## config.mk

```make
export PLATFORM = sky130hd
export DESIGN_NAME = down_counter
export DESIGN_NICKNAME = d
export VERILOG_FILES = /design/src/rtl/downcnt_pkg.sv /design/src/rtl/tg_dff.sv /design/src/rtl/down_counter.sv
export SDC_FILE = /design/constraint.sdc
export NUM_CORES = 1
export LEC_CHECK = 0
export CELL_PAD_IN_SITES_DETAIL_PLACEMENT = 2
export CELL_PAD_IN_SITES_GLOBAL_PLACEMENT = 2
export CORE_AREA = 5 5 42 44
export CTS_CLUSTER_DIAMETER = 80
export DETAILED_ROUTE_END_ITERATION = 12
export DIE_AREA = 0 0 47 49
export GPL_TIMING_DRIVEN = 0
export MAX_ROUTING_LAYER = met4
export PLACE_DENSITY = 0.63
export SYNTH_ARGS = -nofsm -noshare
export SYNTH_HDL_FRONTEND = slang
export SYNTH_SLANG_ARGS = --single-unit
```

## constraint.sdc

```tcl
create_clock -name Clk -period 2.3 [get_ports Clk]
set_clock_uncertainty 0.1 [all_clocks]
set_input_delay 0.46 -clock Clk [delete_from_list [all_inputs] [get_ports Clk]]
set_output_delay 0.46 -clock Clk [all_outputs]
set_load 0.05 [all_outputs]
```

## src/rtl/downcnt_pkg.sv

```systemverilog
// rtl/downcnt_pkg.sv - shared constants for the down counter
package downcnt_pkg;

  localparam int           DOWNCNT_WIDTH_DEF = 3;
  localparam logic         DOWNCNT_RST_BIT   = 1'b1;
  localparam logic [2:0]   DOWNCNT_RST_VAL   = {DOWNCNT_WIDTH_DEF{DOWNCNT_RST_BIT}};

endpackage

```

## src/rtl/tg_dff.sv

```systemverilog
// rtl/tg_dff.sv - one-bit master-slave transmission-gate D flip-flop, synchronous reset
// Modelled at the behavioural level; the cell library maps it onto the TG master/slave pair.
module tg_dff #(
  parameter logic RST_VAL = 1'b0
) (
  input  logic i_clk,
  input  logic i_rst,
  input  logic i_d,
  output logic o_q
);

  logic r_q;

  always_ff @(posedge i_clk) begin
    if (i_rst) begin
      r_q <= RST_VAL;
    end else begin
      r_q <= i_d;
    end
  end

  assign o_q = r_q;

endmodule

```

## src/rtl/down_counter.sv

```systemverilog
// rtl/down_counter.sv - loadable down counter with wrap borrow pulse (DOWNCNT_SATURATE_EN: hold at zero)
module down_counter
  import downcnt_pkg::*;
#(
  parameter int WIDTH = DOWNCNT_WIDTH_DEF
) (
  input  logic             Clk,
  input  logic             Rst,
  input  logic             En,
  input  logic             Load,
  input  logic [WIDTH-1:0] LdVal,
  output logic [WIDTH-1:0] Q,
  output logic             Zero,
  output logic             Borrow
);

  logic [WIDTH-1:0] w_q;
  logic [WIDTH-1:0] w_q_d;
  logic [WIDTH-1:0] w_dec;
  logic             w_wrap;
  logic             w_dec_en;
  logic             w_borrow_q;
  logic             w_borrow_d;

  assign w_dec_en = En & ~Load;

  // Ripple borrow: bit i toggles when every lower bit is zero; the final borrow marks 0 -> all-ones.
  always_comb begin
    logic w_chain;
    w_chain = 1'b1;
    w_dec   = '0;
    for (int i = 0; i < WIDTH; i++) begin
      w_dec[i] = w_q[i] ^ w_chain;
      w_chain  = w_chain & ~w_q[i];
    end
    w_wrap = w_chain;
  end

  always_comb begin
    w_q_d      = w_q;
    w_borrow_d = 1'b0;
    if (Load) begin
      w_q_d = LdVal;
    end else if (En) begin
`ifdef DOWNCNT_SATURATE_EN
      w_q_d = w_wrap ? w_q : w_dec;
`else
      w_q_d      = w_dec;
      w_borrow_d = w_dec_en & w_wrap;
`endif
    end
  end

  for (genvar g = 0; g < WIDTH; g++) begin : g_q_bit
    tg_dff #(
      .RST_VAL(DOWNCNT_RST_BIT)
    ) u_q_dff (
      .i_clk(Clk),
      .i_rst(Rst),
      .i_d  (w_q_d[g]),
      .o_q  (w_q[g])
    );
  end

  tg_dff #(
    .RST_VAL(1'b0)
  ) u_borrow_dff (
    .i_clk(Clk),
    .i_rst(Rst),
    .i_d  (w_borrow_d),
    .o_q  (w_borrow_q)
  );

  assign Q      = w_q;
  assign Borrow = w_borrow_q;
  assign Zero   = (w_q == '0);

endmodule

```

==> impl_metrics.toml <==
[placement]
io_buffers = 11
gp_congestion = 0.663

[detailed_routing]
first_pass_iters = 2
avgRoutedWirePerCell_um = 10.9
num_vias = 223
drc = 0
postRouteAntennaNets = 0
vias_per_cell = 4.05
drt_iter0_drc = 1
drt_wl_total_um = 600

[hold_path]
hold_class = "reg2reg"
hp-start = "g_q_bit[1].u_q_dff.o_q"
whs_path_depth = 2
holdPathEnd = "g_q_bit[1].u_q_dff.o_q"

[synthesis]
yosys_warnings = 0
synth_top_area_share_pct = 36.2
ys_top_cells_by_area = "dfxtp_1 (36%), ha_1 (11%), buf_4 (10%)"
synth_seq_area_share_pct = 36.2
synth_top_cell_by_area = "dfxtp_1"
syn_area_um2 = 221
avgSynthCellArea_um2 = 8.86
netlist_instances = 25
syn-num-nets = 34
ys_seq_elements = 4
yosysUniqueCellTypes = 12

[clock_network]
post_cts_buffers = 0
clk_path_buf_depth = 2
cts_buffers = 3
cts_tree = "yes"
cts.sinks = 4
cts_hold_buf = 0
path_clk_slew_ps = 40
clock-root-buffer = "clkbuf_4"
htreeDepth = 1
clk_latency_ps = 240

[setup_path]
ff2ff_setup_slack_ps = 920
critPathKind = "reg2out"
cp.arrival_ps = 1500
r2r_end = "g_q_bit[2].u_q_dff.o_q"
r2r_cells = 5
end_kind = "primary output"
crit_path_max_fanout = 3
cp.required_ps = 1740
cp-start-kind = "register"
r2r-start = "g_q_bit[0].u_q_dff.o_q"

[cells_and_area]
fin_util_pct = 26.6
antennaDiodeCount = 0
area_growth_syn_to_layout_pct = 68.4
fillers = 174
drive_gt1_share_pct = 20.5
finalNetCount = 50

[power_and_ir_drop]
ir_drop_mv = 0.232
p_leak_uw = 0.000180
p_per_area_nw_per_um2 = 608

[global_route]
overflow = 0
grtUsageTotal_pct = 7.50
grt_start_max_net_pins = 7
grt_pass1_wl_mm = 1.14
grt_pass1_vias = 281
antenna_found_initial = 0

[floorplan]
die_h_um = 49
dieWidth_um = 47
io_pins = 12
coreArea_um2 = 1400
die_area_um2 = 2300
start_util_pct = 15.8
rows = 14

[flow_run]
drv_cap = 0

[timing]
tightest_slew_ps = 492
maxSlewHeadroom_pct = 67.1
finalCritPeriodShare_pct = 89.6
slew_violations = 0
setup_violations = 0
rsz0062_at_grt = "false"
hold_viol = 0
fin_tns_setup_ps = 0
max_freq_ghz = 0.485
fin_crit_ps = 2060

[status]
status = "finished, final reports clean"
==> metrics by stage <==
stage	hold slack, ps	cell area (µm²)	worst slack (ps)	instances	total power (µW)
4_1_cts	456	373	217	55	233
3_3_place_gp	430	352	239	52	138
6_report	451	373	240	55	227
5_1_grt	489	373	188	55	239
3_5_place_dp	446	352	218	52	140
2_1_floorplan	410	221	796	25	114
==> worst max-delay path, cell delays in order, from the launching register on <==
cell and delay [ps]:
dfxtp_1 360, buf_4 120, clkdlybuf4s50_1 780
==> cell usage in the layout, fill, tap and decap left out, drive strengths merged <==
cell type      netlist  layout
clkdlybuf4s50        0      10
a21oi                3       3
nor2                 3       3
clkbuf               0       3
dlygate4sd2          0       1
and2                 2       2
dfxtp                4       4
inv                  3       3
xnor2                1       1
ha                   2       2
and3                 1       1
nor3b                1       1
o31ai                2       2
buf                  3       3
==> cells in the mapped netlist <==
library cell  n
dfxtp_1       4
a21oi_1       3
buf_4         3
inv_1         3
nor2_1        3
and2_1        2
ha_1          2
and3_2        1
nor3b_1       1
o31ai_1       1
o31ai_2       1
xnor2_1       1
==> layer usage <==
metal / routed length, µm / global-route usage, %
met1: 218 / 6.35
met2: 321 / 11.3
met3: 29 / 2.58
met4: 29 / 8.29
met5: 0 / -
==> power breakdown <==
group | switching (µW) | total [µW] | internal (µW)
Clock | 30.6 | 89.1 | 58.5
Sequential | 3.35 | 77.6 | 74.2
Combinational | 30.8 | 60.2 | 29.4
==> cell families (layout without fill, tap and decap cells) <==
| logic type | after synthesis | in the layout | synth area share, % |
|---|---|---|---|
| AOI/OAI and AO/OA | 5 | 5 | 15.8 |
| xor gates and xnor gates | 1 | 1 | 3.96 |
| adders and majority gates | 2 | 2 | 11.3 |
| buffers and inverters | 6 | 20 | 15.3 |
| DFF | 4 | 4 | 36.2 |
| and+or+nand+nor | 7 | 7 | 17.5 |
==> what timing repair did <==
action,4_1_cts,5_1_grt
hold endpoints to repair,0,0
setup endpoints to repair,1,0
resized for setup,1,0
==> sequential cells by signal, summed over array words and instances (netlist names) <==
register,cells
g_q_bit.u_q_dff.o_q,3
u_borrow_dff.o_q,1
==> layout make-up <==
| cell class | instances | area, µm² | share of cell area, % |
|---|---|---|---|
| inverter | 3 | 11.3 | 3.02 |
| buffer | 3 | 22.5 | 6.04 |
| clock buffer | 3 | 22.5 | 6.04 |
| tap | 16 | 20.0 | 5.37 |
| multi-input combinational | 15 | 108 | 28.9 |
| timing repair buffer | 11 | 109 | 29.2 |
| sequential | 4 | 80.1 | 21.5 |
==> how the worst max path moves through the flow <==
stage | startpoint | slack [ps] | endpoint | depth (start not counted)
detailed placement | g_q_bit[0].u_q_dff.o_q | 220 | Zero | 4
CTS | g_q_bit[0].u_q_dff.o_q | 220 | Q[0] | 2
finish | g_q_bit[0].u_q_dff.o_q | 240 | Q[0] | 2
floorplan | g_q_bit[0].u_q_dff.o_q | 800 | Zero | 3
global route | g_q_bit[0].u_q_dff.o_q | 190 | Q[0] | 2
global placement | g_q_bit[0].u_q_dff.o_q | 240 | Zero | 4
Note: power is estimated with default switching activity, not from simulation.
==> patch: new RTL, same flow settings <==
Add a define of `DOWNCNT_SATURATE_EN`.
--- a/src/rtl/down_counter.sv
+++ b/src/rtl/down_counter.sv
@@ -1,4 +1,6 @@
 // rtl/down_counter.sv - loadable down counter with wrap borrow pulse (DOWNCNT_SATURATE_EN: hold at zero)
+`define DOWNCNT_SATURATE_EN
+
 module down_counter
   import downcnt_pkg::*;
 #(
Behaviour: not the same (a bounded check fails within 4 cycles, from zero or initial values and one cycle with Rst high).
==> patch against the original RTL <==
Total power fell by 2.5%; global-route usage fell by 1.2 points; cell area fell by 4.7%; setup slack got worse by 0.031 ns; sequential cell count fell by 1; routed wire length fell by 7.7%; largest cell class unchanged; largest power group unchanged; utilization fell by 1.3 points; synthesized area fell by 5.1%; via count fell by 10%; maximum frequency fell by 1.5%.
==> patch: results (changes against the original RTL) <==
stage,metric,value,unit,change
placed_design,GP Congestion,0.674,,+1.7%
route,met3 WL post-DR,72,um,+150%
run_status,status,"finished, final reports clean",,
critical_path,"slowest stage cell, crit path",dlygate4sd2_1,,
route,met1 WL,216,um,-0.92%
logic_synthesis,Avg Inst Size Synth,9.14,sq um,+3.2%
clocking,clock sink count,3,,-1
placed_design,Buffers on Ports,10,,-1
placed_design,"Cell Area, Placed",330,sq um,-6.0%
pwr,Static Leakage,0.178,nW,-1.3%
logic_synthesis,Synth Area in Compound Gates,0.149,,-0.00938
route,top layer in use,met3,,
finish,multi-input combinational area share,0.306,,+0.0177
global_route,gr usage total,0.0628,,-0.0122
critical_path,Crit Path Category,register to output pin,,
finish,Layout Cells excl Fill,53,,-3.6%
finish,number of multi-input logic gates,13,,-2
logic_synthesis,Synth Area in Adders,0.119,,+0.00605
critical_path,crit-path max cell delay,0.55,ns,-0.23 ns
placed_design,Cells after DPL,49,,-5.8%
global_route,first-pass GRT wire length,945,um,-17%
finish,share of layout cells above drive strength 1,0.270,,+0.0651
route,initial drt markers,0,,-1
timing,Rel. slew slack,0.664,,-0.00730
global_route,met2 Use GR,0.0860,,-0.0271
logic_synthesis,xor-xnor portion of the synthesized cell area,0,,-0.0395
finish,Non-clock inverters,3,,unchanged
global_route,vias in the first global route,229,,-19%
logic_synthesis,ranking of synthesized cells by area,"dfxtp_1 (29%), buf_4 (14%), ha_1 (12%)",,
route,WL/cell,10.5,um,-4.2%
finish,buffering overhead,0.363,,+0.0103
route,Vias,200,,-10%
global_route,GR Util met3,0.0517,,+0.0258
finish,Layout area overhead,69.0,%,
pwr,VDD IR-drop max,0.180,mV,-22%
global_route,GR Layer Usage met1,0.0570,,-0.00644
logic_synthesis,synth cell count leaders,"buf_4 (4), dfxtp_1 (3), inv_1 (3)",,
global_route,largest net degree at the start of global routing,8,,+1
finish,clk tree area frac,0.0739,,+0.0135
timing,Final Cycle Share,0.909,,+0.0133
route,met2 wire len,265,um,-17%
critical_path,r2r startpoint,g_q_bit[0].u_q_dff.o_q,,
min_path,min-delay src,g_q_bit[2].u_q_dff.o_q,,
pwr,Net Sw Frac,0.303,,+0.0175
route,DR pass1 iterations,1,,-1
logic_synthesis,synthesized net count,32,,-5.9%
finish,Nets,47,,-6.0%
finish,clock buf count,4,,+1
finish,fill cell count,168,,-3.4%
critical_path,reg2reg setup slack,0.61,ns,-0.31 ns
timing,hold slack,0.526,ns,+0.0749 ns
logic_synthesis,post-synthesis mux area share,0.107,,+0.107
logic_synthesis,"count leader, synth",buf_4,,
logic_synthesis,sequential share of the synthesized area,0.286,,-0.0759
finish,Seq area share,0.169,,-0.0458
[patch: path summary, 6_finish.rpt]
kind	end	depth (start not counted)
setup / recovery	Zero	4
hold / removal	g_q_bit[2].u_q_dff.o_q	3
setup reg to reg	g_q_bit[1].u_q_dff.o_q	6
hold reg to reg	g_q_bit[2].u_q_dff.o_q	3
[patch: power by group through the flow]
stage | Combinational (mW) | Clock (mW) | Sequential, mW
6_report | 0.0666 | 0.0954 | 0.0592
5_1_grt | 0.0727 | 0.103 | 0.0598
4_1_cts | 0.0678 | 0.101 | 0.0593
3_5_place_dp | 0.0674 | 0 | 0.0601
3_3_place_gp | 0.0658 | 0 | 0.0599
2_1_floorplan | 0.0434 | 0 | 0.0594
[patch: timing repair]
item,in CTS,in global routing
setup endpoints to repair,1,0
resized for setup,1,0
hold buffers,0,0
